### src/rtl/multicycle_controller_pkg.sv
// Shared encodings for the multicycle core control path: FSM states, opcodes and select codes.
package riscv_ctrl_pkg;

    localparam int unsigned STATE_W = 4;
    localparam int unsigned OP_W    = 7;
    localparam int unsigned SEL_W   = 2;

    typedef enum logic [STATE_W-1:0] {
        ST_FETCH    = 4'd0,
        ST_DECODE   = 4'd1,
        ST_MEMADR   = 4'd2,
        ST_MEMREAD  = 4'd3,
        ST_MEMWB    = 4'd4,
        ST_MEMWRITE = 4'd5,
        ST_EXECR    = 4'd6,
        ST_EXECI    = 4'd7,
        ST_ALUWB    = 4'd8,
        ST_BEQ      = 4'd9,
        ST_JAL      = 4'd10
    } state_t;

    localparam logic [OP_W-1:0] OP_LW   = 7'b0000011;
    localparam logic [OP_W-1:0] OP_SW   = 7'b0100011;
    localparam logic [OP_W-1:0] OP_R    = 7'b0110011;
    localparam logic [OP_W-1:0] OP_IALU = 7'b0010011;
    localparam logic [OP_W-1:0] OP_BEQ  = 7'b1100011;
    localparam logic [OP_W-1:0] OP_JAL  = 7'b1101111;

    localparam logic [SEL_W-1:0] ALUOP_ADD   = 2'b00;
    localparam logic [SEL_W-1:0] ALUOP_SUB   = 2'b01;
    localparam logic [SEL_W-1:0] ALUOP_FUNCT = 2'b10;

    localparam logic [SEL_W-1:0] IMM_I = 2'b00;
    localparam logic [SEL_W-1:0] IMM_S = 2'b01;
    localparam logic [SEL_W-1:0] IMM_B = 2'b10;
    localparam logic [SEL_W-1:0] IMM_J = 2'b11;

    localparam logic [SEL_W-1:0] SRCA_PC    = 2'b00;
    localparam logic [SEL_W-1:0] SRCA_OLDPC = 2'b01;
    localparam logic [SEL_W-1:0] SRCA_RS1   = 2'b10;

    localparam logic [SEL_W-1:0] SRCB_RS2  = 2'b00;
    localparam logic [SEL_W-1:0] SRCB_IMM  = 2'b01;
    localparam logic [SEL_W-1:0] SRCB_FOUR = 2'b10;

    localparam logic [SEL_W-1:0] RES_ALUOUT    = 2'b00;
    localparam logic [SEL_W-1:0] RES_MEMDATA   = 2'b01;
    localparam logic [SEL_W-1:0] RES_ALURESULT = 2'b10;

endpackage

### src/rtl/multicycle_controller_if.sv
// Controller <-> datapath bundle: status inputs to the FSM and the control word it produces.
interface multicycle_controller_if;
    import riscv_ctrl_pkg::*;

    logic [OP_W-1:0]    op;
    logic               zero;
    logic               mem_ready;
    logic [SEL_W-1:0]   aluop;
    logic [SEL_W-1:0]   alusrca;
    logic [SEL_W-1:0]   alusrcb;
    logic [SEL_W-1:0]   resultsrc;
    logic [SEL_W-1:0]   immsrc;
    logic               adrsrc;
    logic               irwrite;
    logic               pcwrite;
    logic               regwrite;
    logic               memwrite;
    logic               illegal_op;
    logic [STATE_W-1:0] state;

    // Controller side
    modport master (
        input  op, zero, mem_ready,
        output aluop, alusrca, alusrcb, resultsrc, immsrc, adrsrc,
               irwrite, pcwrite, regwrite, memwrite, illegal_op, state
    );

    // Datapath side
    modport slave (
        output op, zero, mem_ready,
        input  aluop, alusrca, alusrcb, resultsrc, immsrc, adrsrc,
               irwrite, pcwrite, regwrite, memwrite, illegal_op, state
    );

endinterface

### src/rtl/multicycle_controller_instr_decoder.sv
// Immediate-format selection from the opcode; purely combinational.
module instr_decoder
    import riscv_ctrl_pkg::*;
(
    input  logic [OP_W-1:0]  op,
    output logic [SEL_W-1:0] immsrc
);

    // Map opcode to immediate format; unsupported opcodes fall back to I-format
    always_comb begin
        immsrc = IMM_I;
        case (op)
            OP_SW:   immsrc = IMM_S;
            OP_BEQ:  immsrc = IMM_B;
            OP_JAL:  immsrc = IMM_J;
            default: immsrc = IMM_I;
        endcase
    end

endmodule

### src/rtl/multicycle_controller.sv
// Main control FSM of the multicycle core: sequences fetch/decode/execute/memory/writeback.
module multicycle_controller
    import riscv_ctrl_pkg::*;
(
    input  logic                   clk,
    input  logic                   rst_n,
    multicycle_controller_if.master bus
);

    state_t             state_q;
    state_t             state_d;
    logic [SEL_W-1:0]   aluop;
    logic [SEL_W-1:0]   alusrca;
    logic [SEL_W-1:0]   alusrcb;
    logic [SEL_W-1:0]   resultsrc;
    logic [SEL_W-1:0]   immsrc;
    logic               adrsrc;
    logic               irload;
    logic               pcupdate;
    logic               branch;
    logic               regwrite;
    logic               memwrite;
    logic               illegal_op;

    instr_decoder u_instr_decoder (
        .op     (bus.op),
        .immsrc (immsrc)
    );

    // State register; reset abandons any instruction in flight
    always_ff @(posedge clk or negedge rst_n) begin
        if (!rst_n) begin
            state_q <= ST_FETCH;
        end else begin
            state_q <= state_d;
        end
    end

    // Next-state and Moore output decode, with mem_ready qualifying FETCH loads
    always_comb begin
        state_d    = state_q;
        aluop      = ALUOP_ADD;
        alusrca    = SRCA_PC;
        alusrcb    = SRCB_RS2;
        resultsrc  = RES_ALUOUT;
        adrsrc     = 1'b0;
        irload     = 1'b0;
        pcupdate   = 1'b0;
        branch     = 1'b0;
        regwrite   = 1'b0;
        memwrite   = 1'b0;
        illegal_op = 1'b0;
        case (state_q)
            ST_FETCH: begin
                alusrcb   = SRCB_FOUR;
                resultsrc = RES_ALURESULT;
                irload    = bus.mem_ready;
                pcupdate  = bus.mem_ready;
                if (bus.mem_ready) state_d = ST_DECODE;
            end
            ST_DECODE: begin
                alusrca = SRCA_OLDPC;
                alusrcb = SRCB_IMM;
                case (bus.op)
                    OP_LW, OP_SW: state_d = ST_MEMADR;
                    OP_R:         state_d = ST_EXECR;
                    OP_IALU:      state_d = ST_EXECI;
                    OP_BEQ:       state_d = ST_BEQ;
                    OP_JAL:       state_d = ST_JAL;
                    default: begin
                        state_d    = ST_FETCH;
                        illegal_op = 1'b1;
                    end
                endcase
            end
            ST_MEMADR: begin
                alusrca = SRCA_RS1;
                alusrcb = SRCB_IMM;
                state_d = (bus.op == OP_SW) ? ST_MEMWRITE : ST_MEMREAD;
            end
            ST_MEMREAD: begin
                adrsrc = 1'b1;
                if (bus.mem_ready) state_d = ST_MEMWB;
            end
            ST_MEMWB: begin
                resultsrc = RES_MEMDATA;
                regwrite  = 1'b1;
                state_d   = ST_FETCH;
            end
            ST_MEMWRITE: begin
                adrsrc   = 1'b1;
                memwrite = 1'b1;
                if (bus.mem_ready) state_d = ST_FETCH;
            end
            ST_EXECR: begin
                alusrca = SRCA_RS1;
                alusrcb = SRCB_RS2;
                aluop   = ALUOP_FUNCT;
                state_d = ST_ALUWB;
            end
            ST_EXECI: begin
                alusrca = SRCA_RS1;
                alusrcb = SRCB_IMM;
                aluop   = ALUOP_FUNCT;
                state_d = ST_ALUWB;
            end
            ST_ALUWB: begin
                regwrite = 1'b1;
                state_d  = ST_FETCH;
            end
            ST_BEQ: begin
                alusrca = SRCA_RS1;
                alusrcb = SRCB_RS2;
                aluop   = ALUOP_SUB;
                branch  = 1'b1;
                state_d = ST_FETCH;
            end
            ST_JAL: begin
                alusrca  = SRCA_OLDPC;
                alusrcb  = SRCB_FOUR;
                pcupdate = 1'b1;
                state_d  = ST_ALUWB;
            end
            default: begin
                state_d = ST_FETCH;
            end
        endcase
    end

    // Loads are masked while reset is held so a ready memory cannot load IR/PC
    assign bus.irwrite    = irload & rst_n;
    assign bus.pcwrite    = (pcupdate | (branch & bus.zero)) & rst_n;
    assign bus.aluop      = aluop;
    assign bus.alusrca    = alusrca;
    assign bus.alusrcb    = alusrcb;
    assign bus.resultsrc  = resultsrc;
    assign bus.immsrc     = immsrc;
    assign bus.adrsrc     = adrsrc;
    assign bus.regwrite   = regwrite;
    assign bus.memwrite   = memwrite;
    assign bus.illegal_op = illegal_op;
    assign bus.state      = STATE_W'(state_q);

endmodule
### src/flat_wrapper.sv
// flat-port wrapper written by rule: the top's interface ports become plain ports
module multicycle_controller_flat import riscv_ctrl_pkg::*;
  (clk, rst_n, bus_op, bus_zero, bus_mem_ready, bus_aluop, bus_alusrca, bus_alusrcb, bus_resultsrc, bus_immsrc, bus_adrsrc, bus_irwrite, bus_pcwrite, bus_regwrite, bus_memwrite, bus_illegal_op, bus_state);
  multicycle_controller_if bus_i ();
  input  logic clk;
  input  logic rst_n;
  input wire logic [$bits(bus_i.op)-1:0] bus_op;
  input wire logic [$bits(bus_i.zero)-1:0] bus_zero;
  input wire logic [$bits(bus_i.mem_ready)-1:0] bus_mem_ready;
  output wire logic [$bits(bus_i.aluop)-1:0] bus_aluop;
  output wire logic [$bits(bus_i.alusrca)-1:0] bus_alusrca;
  output wire logic [$bits(bus_i.alusrcb)-1:0] bus_alusrcb;
  output wire logic [$bits(bus_i.resultsrc)-1:0] bus_resultsrc;
  output wire logic [$bits(bus_i.immsrc)-1:0] bus_immsrc;
  output wire logic [$bits(bus_i.adrsrc)-1:0] bus_adrsrc;
  output wire logic [$bits(bus_i.irwrite)-1:0] bus_irwrite;
  output wire logic [$bits(bus_i.pcwrite)-1:0] bus_pcwrite;
  output wire logic [$bits(bus_i.regwrite)-1:0] bus_regwrite;
  output wire logic [$bits(bus_i.memwrite)-1:0] bus_memwrite;
  output wire logic [$bits(bus_i.illegal_op)-1:0] bus_illegal_op;
  output wire logic [$bits(bus_i.state)-1:0] bus_state;
  assign bus_i.op = bus_op;
  assign bus_i.zero = bus_zero;
  assign bus_i.mem_ready = bus_mem_ready;
  assign bus_aluop = bus_i.aluop;
  assign bus_alusrca = bus_i.alusrca;
  assign bus_alusrcb = bus_i.alusrcb;
  assign bus_resultsrc = bus_i.resultsrc;
  assign bus_immsrc = bus_i.immsrc;
  assign bus_adrsrc = bus_i.adrsrc;
  assign bus_irwrite = bus_i.irwrite;
  assign bus_pcwrite = bus_i.pcwrite;
  assign bus_regwrite = bus_i.regwrite;
  assign bus_memwrite = bus_i.memwrite;
  assign bus_illegal_op = bus_i.illegal_op;
  assign bus_state = bus_i.state;
  multicycle_controller u_core (.clk(clk), .rst_n(rst_n), .bus(bus_i));
endmodule
### config.mk
export PLATFORM = sky130hd
export DESIGN_NAME = multicycle_controller_flat
export DESIGN_NICKNAME = d
export VERILOG_FILES = /design/src/rtl/multicycle_controller_pkg.sv /design/src/rtl/multicycle_controller_if.sv /design/src/rtl/multicycle_controller_instr_decoder.sv /design/src/rtl/multicycle_controller.sv /design/src/flat_wrapper.sv
export SDC_FILE = /design/constraint.sdc
export NUM_CORES = 1
export LEC_CHECK = 0
export ABC_AREA = 1
export ABC_CLOCK_PERIOD_IN_PS = 1850
export CORE_MARGIN = 3
export CORE_UTILIZATION = 41
export CTS_CLUSTER_SIZE = 14
export DETAILED_ROUTE_END_ITERATION = 16
export GPL_TIMING_DRIVEN = 0
export PLACE_DENSITY = 0.83
export SYNTH_ARGS = -nofsm -noshare
export SYNTH_HDL_FRONTEND = slang
export SYNTH_HIERARCHICAL = 1
export SYNTH_SLANG_ARGS = --single-unit
### constraint.sdc
create_clock -name clk -period 1.85 [get_ports clk]
set_input_delay 0.37 -clock clk [delete_from_list [all_inputs] [get_ports clk]]
set_output_delay 0.37 -clock clk [all_outputs]
set_load 0.05 [all_outputs]
# [Yosys cells after proc, flatten, opt, wreduce, memory -nomap -nowiden]
# Cells that the tools add are included.
[word_totals] in_bits=11 reg_bits=4
[classes] n_reduce_logical=12 bitwise=4 n_mux=19 eq_ne=19
[ops] operator="4-bit case mux with 6 select lines" count=1
[ops] operator="4-bit case mux with 5 select lines" count=1
[ops] operator="4-bit by 3-bit == test with 1-bit output (second input constant)" count=4
[ops] operator="2-bit case mux with 2 select lines" count=4
[ops] operator="7-bit by 6-bit == test with 1-bit output (second input constant)" count=2
[ops] operator="7-bit == test (second input constant)" count=2
[ops] operator="4-bit == test (second input constant)" count=3
[ops] operator="4-bit two-way mux" count=3
[ops] operator="2-bit OR reduction" count=6
[ops] operator="4-bit by 2-bit == test with 1-bit output (second input constant)" count=2
[ops] operator="7-bit by 2-bit == test with 1-bit output (second input constant)" count=1
[ops] operator="7-bit by 5-bit == test with 1-bit output (second input constant)" count=1
[ops] operator="1-bit two-way mux" count=7
[ops] operator="2-bit != test (second input constant)" count=3
[ops] operator="2-bit case mux with 3 select lines" count=1
[ops] operator="3-bit OR reduction" count=2
[ops] operator="6-bit OR reduction" count=1
[ops] operator="4-bit by 1-bit == test with 1-bit output (second input constant)" count=1
[ops] operator="4-bit zero test" count=1
[ops] operator="4-bit OR reduction" count=1
[ops] operator="1-bit AND" count=3
[ops] operator="3-bit two-way mux" count=1
[ops] operator="3-bit AND reduction" count=1
[ops] operator="1-bit case mux with 2 select lines" count=1
[ops] operator="1-bit bitwise OR" count=1

# [Depth between registers and ports, before layout]
# Gate-level depths: netlist of run 1.
[logic_depth] depth_word=5 mapped_depth=8 mapped_depth_nobuf=8

# [Modules after synthesis]
# Netlist of run 1, hierarchy kept.
[modules_own_cells] module="multicycle_controller" cells_each=86 instances=1 area_per_inst_um2=511.7
[modules_own_cells] module="instr_decoder" cells_each=17 instances=1 area_per_inst_um2=68.8

# [Least setup slack after synthesis of run 1]
# Ideal clock, no wire load.
[synth_timing] path_type="register to output" from="register u_core.state_q[0], in the netlist u_core/bus.state[0]" to="output port bus_illegal_op" path_stages_with_launch=5 path_slack_ns=-0.668 arrival_ns=2.148 path_cell_list="dfrtp_1 inv_2 nor2_2 nand2_2 nor3_1"
[synth_via] elab_chain_len=2
[synth_rtl] item="start: declaration" line="multicycle_controller.sv:10" source="state_t state_q;"
[synth_rtl] item="start signal: assignment" line="multicycle_controller.sv:35" source="state_q <= state_d;"
[synth_rtl] item="4-bit by 1-bit == test with 1-bit output" line="multicycle_controller.sv:53" source="case (state_q)"
[synth_rtl] item="1-bit two-way mux" line="multicycle_controller.sv:53"
[synth_rtl] item="end: declaration" line="flat_wrapper.sv:20" source="output wire logic [$bits(bus_i.illegal_op)-1:0] bus_illegal_op;"
# Every way passes these cells.

# [Worst setup path after layout of run 1]
[layout_timing] from="input port bus_op[0]" to="output port bus_illegal_op"
[layout_via] elab_chain_len=4 elab_cells_between_ends=9 cone_classes="6 x eq/ne; 2 x mux; 1 x reduce/logical"
[layout_rtl] item="start: declaration" line="flat_wrapper.sv:7" source="input wire logic [$bits(bus_i.op)-1:0] bus_op;"
[layout_rtl] item="7-bit by 2-bit == test with 1-bit output (tied with other cells)" line="multicycle_controller.sv:64" source="case (bus.op)"
[layout_rtl] item="6-bit OR reduction (no source line) *"
[layout_rtl] item="1-bit two-way mux *" line="multicycle_controller.sv:64"
[layout_rtl] item="1-bit two-way mux *" line="multicycle_controller.sv:53"
# Every way passes the cells marked *; elsewhere a longest branch is shown, timed or not.

==> results of run 1 <==
==> kinds of logic after synthesis <==
| logic type | Yosys count | share of synthesized area, % |
|---|---|---|
| compound gates | 10 | 11.4 |
| buf+inv | 20 | 12.9 |
| simple gates | 69 | 58.4 |
| flops | 4 | 17.2 |
==> cells in the final DEF (no fill, tap or decap), types with 2 or more instances in the layout <==
cell	netlist	layout
nand3_2	2	3
dfrtp_2	0	4
nor2_1	15	11
o21ai_2	1	2
nor2_4	5	6
buf_4	0	8
clkdlybuf4s15_2	0	2
nand3_1	3	2
nand2_2	3	6
nor2_2	3	6
inv_4	0	3
a21oi_1	3	2
inv_2	5	4
inv_1	15	13
clkdlybuf4s50_1	0	5
nand2_4	1	3
dlygate4sd2_1	0	5
clkbuf_4	0	3
nand2_1	35	30
buf_2	0	5
dlymetal6s2s_1	0	4
buf_6	0	5
o211ai_1	2	2
==> worst max-delay path by stage <==
stage	depth (start not counted)	endpoint	from	slack (ns)
2_1_floorplan	5	bus_pcwrite	u_core/bus.state[2]	-0.15
6_report	7	bus_illegal_op	bus_op[0]	-0.03
4_1_cts	6	bus_illegal_op	bus_op[3]	-0.08
5_1_grt	4	bus_pcwrite	u_core/bus.state[0]	-0.08
3_3_place_gp	8	bus_illegal_op	bus_op[4]	-0.75
3_5_place_dp	8	bus_illegal_op	bus_op[4]	-0.79
==> through the flow <==
stage                     instance area, um^2  setup slack, ns
final                                    1040          -0.0347
after global placement                    957           -0.749
after floorplan                           639           -0.149
after CTS                                 992          -0.0816
after global routing                     1040          -0.0786
after detailed placement                  957           -0.792
==> timing repair <==
action	CTS	global route
buffers inserted	3	2
pin swaps	3	6
gates resized for setup	84	28
setup endpoints to repair	17	15
hold buffers	0	1
hold endpoints to repair	0	4
cloned	0	0
==> power groups by stage <==
stage | logic, W | registers [W] | clock network, W
CTS | 0.00118 | 0.000158 | 0.000113
floorplan | 0.000765 | 0.000225 | 0
detailed placement | 0.00118 | 0.000153 | 0
global placement | 0.00115 | 0.000153 | 0
finish | 0.00123 | 0.000159 | 0.000111
global route | 0.00129 | 0.000163 | 0.000127
==> worst max-delay path, stage by stage <==
cell and delay, ns:
clkdlybuf4s50_1 0.49, nand2_2 0.08, nor2_1 0.18, nand2_1 0.10, o21ai_2 0.08, nor3_2 0.06
buf_6 0.15
==> layer usage <==
layer	global-route usage (%)	vias up	routed length (um)
met2	36.6	38	1150
met3	6.64	2	176
met1	25.1	374	796
li1	-	399	-
met5	0	-	0
met4	8.43	0	14
==> layout make-up <==
class / count / area share [%]
Tap cell: 14 / 1.69
Timing Repair Buffer: 36 / 31.6
Inverter: 20 / 7.97
Sequential cell: 4 / 10.1
Clock buffer: 3 / 2.17
Multi-Input combinational cell: 79 / 46.4
==> summary.md, run 1 <==
| Metric | Value |
|---|---|
| Layout cells sized above 1 | `45.8%` |
| Clock buffer depth | `2` |
| Net Sw Power | `approximately 0.00094 W` |
| Main synth FF type | `dfrtp_1` |
| Reg-to-Reg End | `u_core/bus.state[0]` |
| Worst-Margin Slew | `0.506 ns` |
| Peak VDD IR | `approximately 0.90 mV` |
| Layout area overhead | `78.4%` |
| Failing checks | `negative setup slack` |
| Clock sink total | `4` |
| Rows | `12` |
| RSZ-0062 raised after global routing | `true` |
| Port buffer count | `30` |
| Sequential Power Share | `between 10% and 20%` |
| Worst Path Required | `1.48 ns` |
| Post-synth EDFFs | `0` |
| Clock power frac | `~7.4%` |
| Vias in the first global route | `709` |
| Die ar. | `~0.0019 mm^2` |
| DRT Pass-1 Iters | `4` |
| Yosys top cell area share | `between 20% and 30%` |
| DP Wirelength | `about 1.5 mm` |
| F_max | `between 500 and 600 MHz` |
| Pin count of the biggest net entering global routing | `8` |
| Clock Tree Root | `clkbuf_4` |
| Fin crit share | `102%` |
| # nets final | `~160` |
| Async SR Flop Fraction | `between 90% and 100%` |
| WL per Instance | `approximately 14 um` |
| Internal Power | `between 0.0005 and 0.0006 W` |
| Seq cells post-synth | `4` |
| Fin util | `a little under nine tenths` |
| Yosys top cell by area | `nand2_1` |
| Power per cell area | `roughly 1500 mW/mm^2` |
| Io pins | `31` |
| Tot GR Track Use | `21.6%` |
| Area occupied by registers | `105 um^2` |
| Hold Fails Final Rpt | `0` |
| Routed WL | `~2.1 mm` |
| Antenna violations before repair | `0` |
| Setup crit end kind | `output pin` |
| Vias/cell | `between 5 and 6` |
| Placed Cells | `about 150` |
| Initial Util | `47.7%` |
| Clock Skew | `roughly 0.0027 ns` |
| Number of library cell types mapped by synthesis | `19` |
| Hold Crit Class | `in2async` |
| Count leader, synth | `nand2_1` |
| Diode count | `0` |
| Logic pwr share | `around 82%` |
| Syn Nets | `~110` |
| Sequential-to-total area share from yosys stat | `approximately 17%` |
| Via count | `813` |
| Worst Path Max Fanout | `3` |
| Fin cells | `156` |
| Final weighted congestion in routability-driven placement | `between 0.8 and 0.9` |
| Top post-synthesis cells by area | `nand2_1, dfrtp_1, inv_1, nor2_1, nor2_4` |
| Final WS setup | `-0.0347 ns` |
| Synthesized area per cell | `about 5.6 um^2` |
| First-pass GRT wire length | `just over 3 mm` |
| Max-slew violations | `0` |
| Synth warn | `6` |
| Final worst path period need | `between 1.5 and 2 ns` |
| Worst-path clk slew | `approximately 0.04 ns` |
| CP arrival | `1.51 ns` |
| R2R setup slack | `around 0.55 ns` |
| Total Neg Setup Slack | `-0.0453 ns` |
| Final Setup Violations | `2` |
| Worst setup path class | `in2out` |
| CP Launch Type | `primary input` |
| Max reg flops | `4` |
| Num CTS Buffers | `3` |
| Die height | `43.6 um` |
| Tot Pwr | `approximately 0.0015 W` |
| Fin Hold WS | `0.558 ns` |
| Slew headroom | `between 60% and 70%` |
| 1st-iter DRT viols | `32` |
| Fill count | `77` |
| CTS tree | `built` |
| Worst R2R Path Depth | `8` |
| Cells after synthesis | `just over 100` |
| CTS H-tree depth | `1` |
| Area of the core | `around 0.0012 mm^2` |
| # Max-Cap Violations | `0` |
| Die W | `~44 um` |
| Static Leak | `~0.57 nW` |
| Outcome | `finished with violations` |
| Commonest cells post-synth | `nand2_1, inv_1, nor2_1, inv_2, nor2_4` |
| Post-route ant nets | `0` |
| Worst R2R Start | `u_core/bus.state[3]` |
| Drt drc | `0` |
| Multi-input logic area | `~480 um^2` |
| Sw Share | `62.9%` |
| Latest clock arrival within the worst-skew pair | `0.23 ns` |
| Synthesized area | `about 580 um^2` |
| GRT overflow | `0` |
Note: power is estimated with default switching activity, not from simulation.
==> run 2: changes to the inputs <==
- SLEW_MARGIN: default -> 25
==> results of run 2 <==
The final DEF is identical to that of run 1; final timing and power are the same.
==> run 3: changes to the inputs <==
- ABC_CLOCK_PERIOD_IN_PS: 1850 -> default
- CORE_UTILIZATION: 41 -> 35
- PLACE_DENSITY: 0.83 -> 0.77
- SYNTH_HIERARCHICAL: 1 -> default
==> run 3 against run 2 <==
The run still ends with negative setup slack left. First-iteration DRC count up 22%. Synthesized cell count down 11%. Critical endpoint unchanged. Area after synthesis down 14%. Fmax down 1.9%. Worst hold slack worse by 0.0018 ns. Final cell count down 0.64%. Setup slack worse by 0.036 ns. Final area up 5.1%. Clock power up 9.9%.
==> summary.md, run 3 <==
| Metric | Value |
|---|---|
| Outcome | `finished with violations` |
| Failing checks | `negative setup slack` |
| CP Launch Type | `register` |
| Number of library cell types mapped by synthesis | `19` |
| Area of the core | `between 0.001 and 0.0015 mm^2` |
| Layout cells sized above 1 | `a little over half` |
| F_max | `about 520 MHz` |
| Num CTS Buffers | `3` |
| Fin util | `just under 90%` |
| Synthesized area per cell | `~5.4 um^2` |
| RSZ-0062 raised after global routing | `true` |
| Syn Nets | `just over 100` |
| Synth Area in Compound Gates | `about 14%` |
| Most frequent cells in the layout | `nand2_1, buf_4, inv_1, nor2_4, nand2_2` |
| Worst-path clk slew | `around 0.04 ns` |
| WL per Instance | `roughly 18 um` |
| Hold Crit Class | `in2async` |
| Static Leak | `around 0.64 nW` |
| Max reg flops | `4` |
| Rows | `12` |
| Worst-Margin Slew | `between 0.5 and 0.6 ns` |
| Layout area overhead | `118%` |
| Setup crit end kind | `output pin` |
| Worst setup path class | `reg2out` |
| Synth warn | `0` |
| Drt drc | `0` |
| Clock Tree Root | `clkbuf_4` |
| Initial Util | `about two fifths` |
| Io pins | `31` |
| Main combinational cell family by area after synthesis | `simple AND/OR/NAND/NOR gates` |
| Clock buffer depth | `2` |
| Hold Fails Final Rpt | `0` |
| Worst R2R Start | `u_core.bus.state[3]` |
| CTS tree | `built` |
| Worst R2R Path Depth | `8` |
| Pin count of the biggest net entering global routing | `8` |
| Total Neg Setup Slack | `-0.176 ns` |
| Slew headroom | `66.6%` |
| Seq cells post-synth | `4` |
| Reg-to-Reg End | `u_core.bus.state[0]` |
| Fin crit share | `104%` |
| Tot GR Track Use | `23.2%` |
| Yosys top cell area share | `21.1%` |
| Commonest non-fill, non-tap cell in the layout | `nand2_1` |
| # Max-Cap Violations | `0` |
| Vias in the first global route | `794` |
| Count leader, synth | `nand2_1` |
| Fin Hold WS | `approximately 0.56 ns` |
| Power per cell area | `1520 mW/mm^2` |
| Commonest cells post-synth | `nand2_1, inv_1, nor2_1, nand3_1` |
| Top post-synthesis cells by area | `nand2_1, dfrtp_1, inv_1, nor2_1, nand3_1` |
| DP Wirelength | `between 1 and 1.5 mm` |
| Worst Path Required | `1.48 ns` |
| Async SR Flop Fraction | `100%` |
| Final worst path period need | `between 1.5 and 2 ns` |
| Worst Path Max Fanout | `6` |
| # nets final | `between 150 and 200` |
| Clock sink total | `4` |
| Die height | `about 44 um` |
| Max-slew violations | `0` |
| Post-place setup slack | `-0.904 ns` |
| Synthesized area | `between 400 and 500 um^2` |
| Port buffer count | `30` |
| First-pass GRT wire length | `~3.4 mm` |
| Post-synth EDFFs | `0` |
| Placed Cells | `~140` |
| Final weighted congestion in routability-driven placement | `0.840` |
| Main synth FF type | `dfrtp_1` |
| CTS H-tree depth | `1` |
| Adder-Cell Fraction of Synth Area | `0%` |
| Die ar. | `around 0.0019 mm^2` |
| Cells after synthesis | `approximately 90` |
| Via count | `~900` |
| Peak VDD IR | `between 1 and 1.5 mV` |
| Die W | `approximately 44 um` |
| Routed WL | `2.75 mm` |
| GRT overflow | `0` |
| Yosys top cell by area | `nand2_1` |
| Final WS setup | `-0.0710 ns` |
| Latest clock arrival within the worst-skew pair | `0.25 ns` |
| CP arrival | `between 1.5 and 2 ns` |
| Diode count | `0` |
| 1st-iter DRT viols | `39` |
| Fin cells | `around 160` |
| Vias/cell | `5.81` |
| Post-route ant nets | `0` |
| Antenna violations before repair | `0` |
| XOR/XNOR share of the synthesized area | `0%` |
| R2R setup slack | `0.40 ns` |
| Post-synthesis mux area share | `0%` |
| Final Setup Violations | `5` |
| Sequential-to-total area share from yosys stat | `20.1%` |
| Clock Skew | `roughly 0.0025 ns` |
| Post-synthesis simple-gate area fraction | `51.9%` |
| DRT Pass-1 Iters | `4` |
==> run 3: cell types whose count changed after synthesis, moves of 2 or more <==
cell     before  now
nand2_1      35   28
nor2_4        5    1
nand3_1       3    5
nand3_2       2    0
nand4_1       1    3
nor2_1       15   13
==> run 3: per-stage QoR <==
| stage | instance area (um^2) | total power (W) |
|---|---|---|
| after detailed placement | 905 | 0.00134 |
| after global placement | 905 | 0.00133 |
| after floorplan | 587 | 0.00102 |
| after CTS | 1010 | 0.00147 |
| final | 1090 | 0.00166 |
| after global routing | 1090 | 0.00172 |
==> run 3: timing repair <==
action,CTS,global route
setup buffers,10,5
setup endpoints to repair,18,19
gates resized for setup,98,29
pin swaps,5,9
hold buffers,0,1
hold endpoints to repair,0,4
==> run 3: worst max-delay path by stage <==
stage / endpoint / slack, ns / start / cells past startpoint
after floorplan: bus_pcwrite / -0.15 / u_core.bus.state[0] / 5
after detailed placement: bus_illegal_op / -0.90 / bus_op[4] / 8
after global placement: bus_illegal_op / -0.88 / bus_op[4] / 8
after global routing: bus_illegal_op / -0.14 / u_core.bus.state[1] / 6
after CTS: u_core.bus.state[1] / -0.04 / bus_op[1] / 12
final: bus_illegal_op / -0.07 / u_core.bus.state[1] / 6
==> run 3: metal layers <==
metal  global-route usage [%]  up-vias  routed length (um)
li1                         -      392                   -
met1                     25.3      405                1060
met2                     42.2       88                1290
met3                     5.81       16                 291
met4                     9.04        0                 105
met5                        0        -                   0
==> run 3: final cells by class <==
class | count | area (um^2)
Clock buffer | 3 | 22.5
Fill cell | 68 | 128
Inverter | 19 | 76.3
Multi-Input combinational cell | 69 | 468
Sequential cell | 4 | 105
Tap cell | 14 | 17.5
Timing Repair Buffer | 46 | 399
==> run 3: kinds of logic after synthesis <==
logic type | count (synthesis)
and+or+nand+nor | 58
buffers and inverters | 19
AOI/OAI and AO/OA | 11
DFF | 4
==> run 3: where the power goes <==
group	leakage [nW]	internal [W]	switching [W]
clock	0.0138	0.0000734	0.0000485
sequential	0.0475	0.000115	0.0000561
combinational	0.574	0.000443	0.000922
==> run 3: critical path: stages, from the launching register on <==
cell and delay [ns]:
dfrtp_2 0.46, inv_4 0.12, nand2_2 0.13, nor2_4 0.15, inv_2 0.10, nor3_4 0.17
buf_6 0.18
==> RTL change 1: new RTL, settings of run 3 <==
Reset style: synchronous (`rst_n`), changed in one clocked block.
--- a/src/rtl/multicycle_controller.sv
+++ b/src/rtl/multicycle_controller.sv
@@ -28,7 +28,7 @@
     );
 
     // State register; reset abandons any instruction in flight
-    always_ff @(posedge clk or negedge rst_n) begin
+    always_ff @(posedge clk) begin
         if (!rst_n) begin
             state_q <= ST_FETCH;
         end else begin
Behaviour: differs if rst_n is asserted again (counterexample within 4 cycles, from zero or initial values and one cycle with rst_n low); with rst_n held inactive, the same outputs for 10 cycles.
==> RTL change 1 against run 3 <==
Routed wire length is 37% lower; sequential share of layout area fell by 0.31 points; area after synthesis is 1.5% higher; critical path type unchanged; critical path depth fell by 1; sequential cell count did not move; final area fell by 9.0%; setup slack improved by 100 ps.
Power is left out: it rests on default switching activity, and per cell area and clock period it moved more than threefold.
==> RTL change 1: results (changes against run 3) <==
non-filler cells, final=151 (was 155); vias in the first global route=665 (was 794); Fin Clk Skew=10.35 ps (was 2.481 ps); Crit-path slowest cell=dfxtp_4 (was dfrtp_2); Max stage delay on crit path=330 ps (was 460 ps); top area cells in the synthesized netlist=nand2_1 (20%), dfxtp_1 (16%), inv_1 (16%) (was nand2_1 (21%), dfrtp_1 (20%), inv_1 (11%)); worst hold path type=flip-flop to flip-flop (was input port to async pin); reg2reg setup slack=640 ps (was 400 ps); post-synthesis compound-gate area fraction=10.37% (was 13.78%); initial DRC count=18 (was 39); Top FF cell, synth=dfxtp_1 (was dfrtp_1); Final GP Congestion=0.8178 (was 0.8404); CP max FO=8 (was 6); relative slew slack=66.76% (was 66.57%); wirelength, routed=1.735 mm (was 2.748 mm); Via Count=733 (was 901); cell count after placement=141 (was 136); largest net degree at the start of global routing=9 (was 8); ANT cells=0 (unchanged); CP arrival=1450 ps (was 1550 ps); DP HPWL=1.328 mm (was 1.258 mm); first-pass GRT wire length=2.815 mm (was 3.381 mm); Post-synth ARST share=0% (was 100.0%); post-synthesis net count=107 (was 103); delay-heaviest family, CP=buffers and inverters (was flip-flops); top cells by count, synth=nand2_1 (27), inv_1 (21), nor2_1 (13), nand3_1 (10), dfxtp_1 (4) (was nand2_1 (28), inv_1 (15), nor2_1 (13), nand3_1 (5)); fraction of layout cells with a size suffix above 1=44.12% (was 53.19%); sequential area share after synthesis=15.80% (was 20.05%); status=finished, final reports clean (was finished, violations left); Cells after Synth=96 (was 92)
==> RTL change 1: layout make-up <==
| cell class | count | area (um^2) |
|---|---|---|
| plain buffers | 1 | 11.26 |
| clock buffers | 4 | 26.28 |
| fillers | 112 | 342.8 |
| inverters | 23 | 95.09 |
| multi-input cells | 68 | 431.7 |
| flip-flops and latches | 4 | 92.59 |
| well taps | 15 | 18.77 |
| repair buffers | 36 | 315.3 |
==> RTL change 1: cell families after synthesis <==
group | after synthesis
buffers and inverters | 24
AOI/OAI and AO/OA | 9
and+or+nand+nor | 59
DFF | 4
==> RTL change 1: metal layers <==
layer | global-route usage, % | vias to the layer above | share of wire (%)
met5 | 0 | - | 0
met4 | 4.217 | 0 | 1.2
met3 | 4.878 | 2 | 7.3
met2 | 32.85 | 30 | 51
met1 | 23.33 | 322 | 41
li1 | - | 379 | -
==> RTL change 1: final timing paths <==
check,depth (start not counted),startpoint,endpoint
hold reg to reg,3,u_core.bus.state[0],u_core.bus.state[0]
hold / removal,3,u_core.bus.state[0],u_core.bus.state[0]
setup reg to reg,8,u_core.bus.state[0],u_core.bus.state[1]
setup / recovery,5,u_core.bus.state[0],bus_pcwrite
==> RTL change 1: repair_timing <==
| item | 4_1_cts | 5_1_grt |
|---|---|---|
| setup endpoints to repair | 16 | 10 |
| resized for setup | 85 | 20 |
| pin swaps | 4 | 1 |
| buffers inserted | 6 | 0 |
==> RTL change 1: through the flow <==
step           instance area [um^2]  utilization, %  hold slack (ps)  setup TNS, ps  worst slack [ps]
2_1_floorplan                 598.1               -            467.6         -364.9            -364.9
3_3_place_gp                  917.1           68.76            643.8          -4598            -875.5
3_5_place_dp                  917.1           68.76            648.3          -4737            -903.9
4_1_cts                       998.5           74.86            655.8              0             2.864
5_1_grt                       991.0           74.30            687.1         -20.50            -20.50
6_report                      991.0           74.30            651.6              0             29.76
==> RTL change 1: worst register-to-register path: stages, from the launching register on <==
cell and delay, ps:
dfxtp_4 330, buf_6 140, nand2_4 80, nor2_4 170, nand3_1 110, and2_1 150, nand3_1 80, nand2_1 50
inv_1 50
==> RTL change 2: new RTL, config.mk and constraints of run 3 <==
Made on the original files. Set the package constant `SEL_W` to 4 (it was 2).
--- a/src/rtl/multicycle_controller_pkg.sv
+++ b/src/rtl/multicycle_controller_pkg.sv
@@ -3,7 +3,7 @@
 
     localparam int unsigned STATE_W = 4;
     localparam int unsigned OP_W    = 7;
-    localparam int unsigned SEL_W   = 2;
+    localparam int unsigned SEL_W   = 4;
 
     typedef enum logic [STATE_W-1:0] {
         ST_FETCH    = 4'd0,
Interface: changed (5 resized); port bits go from 31 to 41. The function was not compared with the original's and may differ.
==> RTL change 2 against run 3 <==
The run still ends with setup timing left; setup slack better by 67 ps; total power down 1.5%; synthesized cell count grew 12%; area after synthesis up 16%; routed wire length is 25% lower; non-clock buffer count up 2; global-route usage decreased by 5.5 points; final area rose by 3.9%; first-iteration DRC count down 51%; sequential cell count did not move; largest power group unchanged.
==> RTL change 2: results (changes against run 3) <==
DP HPWL=1.416 mm (was 1.258 mm); Fillers=130 (was 68); final setup vio count=1 (was 5); failing checks=setup timing (unchanged); Fin Clk Skew=10.81 ps (was 2.481 ps); vias in the first global route=650 (was 794); Max stage delay on crit path=430 ps (was 460 ps); CP max FO=4 (was 6); All-Layer GR Usage=17.73% (was 23.22%); fin worst setup slack=-3.949 ps (was -71.00 ps); wirelength, routed=2.069 mm (was 2.748 mm); Via Count=791 (was 901); fin nets=166 (was 154); status=finished, violations left (unchanged); post-synthesis cell type count=21 (was 19); fraction of layout cells with a size suffix above 1=49.02% (was 53.19%); area grow syn2layout=95.67% (was 118.0%); Post-synth ARST share=100.0% (unchanged); initial DRC count=19 (was 39); first-pass GRT wire length=2.704 mm (was 3.381 mm); top area cells in the synthesized netlist=nand2_1 (18%), dfrtp_1 (17%), buf_4 (13%) (was nand2_1 (21%), dfrtp_1 (20%), inv_1 (11%)); relative slew slack=65.52% (was 66.57%); sequential area share after synthesis=17.32% (was 20.05%); worst vdd rail ir drop=1.075 mV (was 1.134 mV); top cells by count, synth=nand2_1 (28), inv_1 (15), nor2_1 (13), buf_4 (10), nand3_1 (5) (was nand2_1 (28), inv_1 (15), nor2_1 (13), nand3_1 (5)); DP Area=1020 um^2 (was 904.6 um^2); leakage=0.0006767 uW (was 0.0006353 uW); Final GP Congestion=0.9212 (was 0.8404)
[RTL change 2: cell count changes after synthesis]
cell	change
buf_4	+10
conb_1	+1
[RTL change 2: worst paths after layout]
check	from	endpoint	slack, ps	cells after the start
max	u_core.bus.state[2]	bus_pcwrite	-4	6
min	rst_n	u_core.bus.state[3]	340	1
max reg2reg	u_core.bus.state[2]	u_core.bus.state[2]	580	7
min reg2reg	u_core.bus.state[3]	u_core.bus.state[2]	750	5
max in group asynchronous	rst_n	u_core.bus.state[0]	1290	1
min in group clk	bus_op[6]	u_core.bus.state[2]	680	6
[RTL change 2: metrics by stage]
| stage | setup slack (ps) | util, % | hold WS (ps) | TNS, ps | instances |
|---|---|---|---|---|---|
| after floorplan | -153.2 | - | 74.41 | -276.6 | 112 |
| after global placement | -843.4 | 66.91 | 599.6 | -5814 | 158 |
| after detailed placement | -878.5 | 66.91 | 615.1 | -6134 | 158 |
| after CTS | -121.9 | 71.02 | 343.3 | -126.0 | 165 |
| after global routing | -57.13 | 74.22 | 345.7 | -172.2 | 169 |
| final | -3.949 | 74.22 | 340.8 | -3.949 | 169 |
[RTL change 2: cells by family (layout without fill, tap and decap cells)]
group / count (synthesis) / count (layout) / synth area share, %
other: 1 / 10 / 0.6487
and+or+nand+nor: 58 / 58 / 44.81
buffers and inverters: 29 / 70 / 25.32
AOI/OAI and AO/OA: 11 / 11 / 11.90
DFF: 4 / 4 / 17.32
[RTL change 2: power breakdown]
part / switching (uW) / internal [uW]
registers: 46.8 / 116
clock network: 46.0 / 73.2
logic: 917 / 435
[RTL change 2: layout make-up]
cell class | count | area, um^2 | area share [%]
Buffer | 10 | 75.07 | 6.637
Clock buffer | 3 | 22.52 | 1.991
Multi-Input combinational cell | 79 | 483.0 | 42.70
Sequential cell | 4 | 105.1 | 9.292
Inverter | 19 | 78.83 | 6.969
Tap cell | 16 | 20.02 | 1.770
Timing Repair Buffer | 38 | 346.6 | 30.64
[RTL change 2: layer usage]
| layer | vias to the layer above | routed length (um) | track usage, % |
|---|---|---|---|
| met4 | 0 | 63 | 7.735 |
| met2 | 36 | 1073 | 31.59 |
| met5 | - | 0 | 0 |
| li1 | 406 | - | - |
| met3 | 8 | 133 | 4.688 |
| met1 | 341 | 797 | 19.40 |
[RTL change 2: timing repair]
| action | CTS | global route |
|---|---|---|
| gates resized for setup | 94 | 24 |
| pin swaps | 3 | 10 |
| setup endpoints to repair | 20 | 16 |
| setup buffers | 4 | 4 |
